[src/rtl/nand_wdata_burst_feeder.sv]
// Burst feeder ahead of the 32->16 width converter on the NAND program-data path.
// Accepts exactly iLength source words into a small FIFO and hands them off on a valid/ready port.
module nand_wdata_burst_feeder #(
    parameter int DataWidth     = 32,
    parameter int FifoDepthLog2 = 2,
    parameter int LengthWidth   = 16
) (
    input  logic                     iClock,
    input  logic                     iReset,
    input  logic                     iStart,
    input  logic [LengthWidth-1:0]   iLength,
    output logic                     oBusy,
    output logic                     oDone,
    input  logic                     iSrcValid,
    input  logic [DataWidth-1:0]     iSrcData,
    output logic                     oSrcReady,
    output logic                     oDstValid,
    output logic [DataWidth-1:0]     oDstData,
    input  logic                     iDstReady,
    output logic [FifoDepthLog2:0]   oFifoCount
);

    localparam int Depth = 1 << FifoDepthLog2;
    localparam logic [FifoDepthLog2:0] DepthCnt = (FifoDepthLog2+1)'(Depth);

    typedef enum logic [1:0] {IDLE, RUN, DONE} state_t;

    state_t                   state, state_nxt;
    logic [DataWidth-1:0]     mem [Depth];
    logic [FifoDepthLog2-1:0] rd_ptr, wr_ptr;
    logic [FifoDepthLog2:0]   count;
    logic [LengthWidth-1:0]   in_remain, out_remain;
    logic                     push, pop;

    always_comb begin
        state_nxt = state;
        oSrcReady = 1'b0;
        oDstValid = 1'b0;
        oDone     = 1'b0;
        case (state)
            IDLE: begin
                if (iStart) state_nxt = (iLength != '0) ? RUN : DONE;
            end
            RUN: begin
                // Registered count only: a full FIFO refuses a push even if a pop frees a slot this cycle.
                oSrcReady = (count < DepthCnt) && (in_remain != '0);
                oDstValid = (count != '0);
                if (oDstValid && iDstReady && out_remain == LengthWidth'(1)) state_nxt = DONE;
            end
            DONE: begin
                oDone     = 1'b1;
                state_nxt = IDLE;
            end
            default: state_nxt = IDLE;
        endcase
    end

    assign push       = oSrcReady && iSrcValid;
    assign pop        = oDstValid && iDstReady;
    assign oBusy      = (state != IDLE);
    assign oFifoCount = count;
    // Head word is forced to zero whenever nothing is offered, so reset leaves the port quiet.
    assign oDstData   = oDstValid ? mem[rd_ptr] : '0;

    always_ff @(posedge iClock) begin
        if (iReset) begin
            state      <= IDLE;
            rd_ptr     <= '0;
            wr_ptr     <= '0;
            count      <= '0;
            in_remain  <= '0;
            out_remain <= '0;
        end else begin
            state <= state_nxt;
            if (state == IDLE && iStart) begin
                in_remain  <= iLength;
                out_remain <= iLength;
            end
            if (push) begin
                wr_ptr    <= wr_ptr + 1'b1;
                in_remain <= in_remain - 1'b1;
            end
            if (pop) begin
                rd_ptr     <= rd_ptr + 1'b1;
                out_remain <= out_remain - 1'b1;
            end
            case ({push, pop})
                2'b10:   count <= count + 1'b1;
                2'b01:   count <= count - 1'b1;
                default: ;
            endcase
        end
    end

    always_ff @(posedge iClock) begin
        if (push) mem[wr_ptr] <= iSrcData;
    end

endmodule

[config.mk]
export PLATFORM = sky130hd
export DESIGN_NAME = nand_wdata_burst_feeder
export DESIGN_NICKNAME = d
export VERILOG_FILES = /design/src/rtl/nand_wdata_burst_feeder.sv
export SDC_FILE = /design/constraint.sdc
export NUM_CORES = 1
export LEC_CHECK = 0
export ABC_CLOCK_PERIOD_IN_PS = 4000
export CORE_AREA = 4 4 184 186
export CTS_BUF_LIST = sky130_fd_sc_hd__clkbuf_4 sky130_fd_sc_hd__clkbuf_8 sky130_fd_sc_hd__clkbuf_16
export DETAILED_ROUTE_END_ITERATION = 6
export DIE_AREA = 0 0 188 190
export GPL_TIMING_DRIVEN = 0
export PLACE_DENSITY_LB_ADDON = 0.1
export SYNTH_ARGS = -nofsm -noshare
export SYNTH_HDL_FRONTEND = slang
export SYNTH_SLANG_ARGS = --single-unit
[constraint.sdc]
create_clock -name iClock -period 4 [get_ports iClock]
set_input_delay 0.6 -clock iClock [delete_from_list [all_inputs] [get_ports iClock]]
set_output_delay 0.6 -clock iClock [all_outputs]
set_load 0.01 [all_outputs]
==> results.py <==
metrics = {
    "sta": {
        "tightest_slew_ns": 0.7952,
        "hold_viol": 0,
        "maxSlewViolCount": 0,
        "fin_worst_skew_ns": 0.01979,
        "min_period_over_period_pct": 87.07,
        "rsz0062_at_grt": "no",
        "fin_setup_tns_ns": 0,
        "slew_headroom_pct": 46.58,
        "final-setup-viol-count": 0,
        "min_period_ns": 3.483,
        "fmax_ghz": 0.2871,
    },
    "placed_design": {
        "io_buffers": 90,
        "place.gp.congestion": 0.8107,
        "hpwlAfterDp_mm": 14.49,
    },
    "outcome": {
        "outcome": "finished clean",
    },
    "synthesis": {
        "synth_area_um2": 7338,
        "synth-edff-count": 128,
        "synth_fp_nets": 575,
        "yosysWarnings": 0,
        "synth_flop_cell": "edfxtp_1",
        "yosys.area.top_type_share_pct": 52.38,
        "yosysSeqAreaShare_pct": 64.11,
        "synth_async_sr_flop_share_pct": 0,
        "yosys.area.top_type": "edfxtp_1",
        "yosysUniqueCellTypes": 55,
        "avgSynthCellArea_um2": 14.30,
        "ys_ff_latch": 171,
        "synthCells": 513,
        "synth.area.top_cells": "edfxtp_1, dfxtp_1, mux4_2",
    },
    "cts": {
        "cts_resized": 0,
        "cts_tree": "done",
        "clock_sinks": 171,
        "clock_path_buffers": 2,
        "post_cts_buffers": 0,
        "holdBufCountCts": 0,
        "root_buffer": "clkbuf_16",
        "h-tree-depth": 4,
        "clock_latency_ns": 0.43,
        "numCtsBuffers": 17,
        "clk_pin_slew_worst_paths_ns": 0.08,
    },
    "grt": {
        "grt_busiest_layer": "met2",
        "grt_overflow": 0,
        "grt_pass1_vias": 5297,
        "grt_max_degree": 29,
        "grtUsageMet2_pct": 20.06,
        "antenna_found_initial": 1,
        "track_usage_pct": 11.86,
        "grt_first_pass_wirelength_mm": 32.06,
        "met1_usage_pct": 14.76,
        "use_met3_pct": 3.688,
    },
    "worst_hold_path": {
        "min_from": "out_remain[1]",
        "hp-class": "reg -> reg",
        "hold_depth": 2,
    },
    "final_layout": {
        "fill_cells": 3304,
        "nNetsFinal": 688,
        "antenna_cells": 0,
        "final_common_cell": "edfxtp_1",
        "area_growth_pct": 29.55,
        "layout_common_cells": "edfxtp_1, clkdlybuf4s50_1, dfxtp_1, and3_1, mux4_2",
        "layout-drive-gt1-share_pct": 14.55,
    },
    "critical_path": {
        "path_buf_inv": 3,
        "end_kind": "primary output",
        "reg2reg_depth": 9,
        "cp-start-kind": "register",
        "arrival_ns": 2.88,
        "rrSetupSlack_ns": 0.78,
        "critPathTopFamily": "buffers and inverters",
        "crit_start": "oFifoCount[2]",
        "rr_startpoint": "in_remain[10]",
        "worst_path_max_delay_cell": "clkdlybuf4s50_1",
        "cp_max_fo": 10,
        "crit_path_frequent_cell": "clkbuf_1",
        "path_cells": "or3_1 -> clkbuf_1 -> clkbuf_1 -> and3_1 -> clkdlybuf4s50_1",
        "cp.required_ns": 3.40,
        "cp.depth": 5,
        "worstSetupPathType": "reg -> out",
        "crit_path_max_incr_delay_ns": 0.55,
    },
    "die": {
        "fp-row-count": 66,
        "dieWidth_um": 188,
        "fp.dieH_um": 190,
        "num_io_pins": 92,
        "core-area_um2": 32290,
        "dieArea_um2": 35720,
        "initial_utilization_pct": 22.73,
    },
    "detailed_routing": {
        "via_per_inst": 4.594,
        "vias": 4966,
        "firstDrtPassIters": 4,
        "drc": 0,
        "antenna_left": 0,
        "drt_wl_total_mm": 21.06,
        "routedWlPerCell_um": 19.48,
        "drt_first_iter_violations": 297,
    },
    "power_and_ir_drop": {
        "power_density_nw_per_um2": 440.1,
        "power.leakage_nw": 3.083,
        "power.total_w": 0.004184,
        "irDropWorstVdd_v": 0.0002809,
    },
    "flow_run": {
        "drv_cap": 0,
    },
}
[cell type report]
cell class	instances	area (µm²)	area share, %
buffer	31	123.9	1.303
clock inverter	15	203.9	2.145
sequential	171	4705	49.49
inverter	13	48.80	0.5133
tap	442	553.0	5.817
multi-input combinational	298	2466	25.94
clock buffer	17	425.4	4.475
timing repair buffer	94	980.9	10.32
[state kept, by name, summed over array words and instances (netlist names), named ones only]
register	flops
mem	128
in_remain	16
out_remain	16
oFifoCount	3
rd_ptr	2
state	2
wr_ptr	2
[kinds of logic (layout without fill, tap and decap cells)]
logic type	Yosys count	after routing	share of synthesized area, %
xor+xnor	5	5	0.5969
flops	171	171	64.11
fa+ha+maj	9	9	1.637
mux	33	33	9.957
buf+inv	44	170	2.353
compound gates	81	81	7.741
simple gates	170	170	13.61
[worst register-to-register path: stages, from the launching register on]
cell	delay, ns
dfxtp_1	0.36
nor3_1	0.68
nand4_1	0.55
nand2_1	0.29
ha_1	0.22
inv_1	0.07
fa_1	0.38
xor2_1	0.16
or3_1	0.30
a21oi_1	0.13
[worst paths after layout]
| path | end |
|---|---|
| max | oDstData[11] |
| min | out_remain[1] |
| max reg2reg | oFifoCount[2] |
| min reg2reg | out_remain[1] |
[routing by layer]
metal	up-vias	part of all wire, %
met5	-	0.095
li1	2296	-
met2	112	50
met3	22	5.6
met1	2534	43
met4	2	1.2
[Yosys cell counts (11+ instances only)]
library cell	n
inv_1	13
nor4_1	12
edfxtp_1	128
a21oi_1	11
nand3_1	12
nand2_1	30
a31oi_1	22
or3_1	15
mux4_2	32
and3_1	39
clkbuf_1	25
nor2_1	14
dfxtp_1	43
[metrics by stage]
step / area, µm² / hold slack [ns] / worst slack [ns] / util [%] / std cells
3_5_place_dp: 8877 / 0.4977 / 0.5348 / 27.49 / 1049
3_3_place_gp: 8792 / 0.4882 / 0.06637 / 27.23 / 1045
6_report: 9507 / 0.5047 / 0.5173 / 29.44 / 1081
2_1_floorplan: 7338 / 0.4695 / 1.448 / - / 513
5_1_grt: 9507 / 0.5475 / 0.2964 / 29.44 / 1081
4_1_cts: 9507 / 0.5081 / 0.4227 / 29.44 / 1081
[power by group]
group	switching, W	internal, W
Combinational	0.000253	0.000184
Sequential	0.0000383	0.00195
Clock	0.000794	0.000960
Total	0.00109	0.00310
Power figures use the tool's default switching activity.
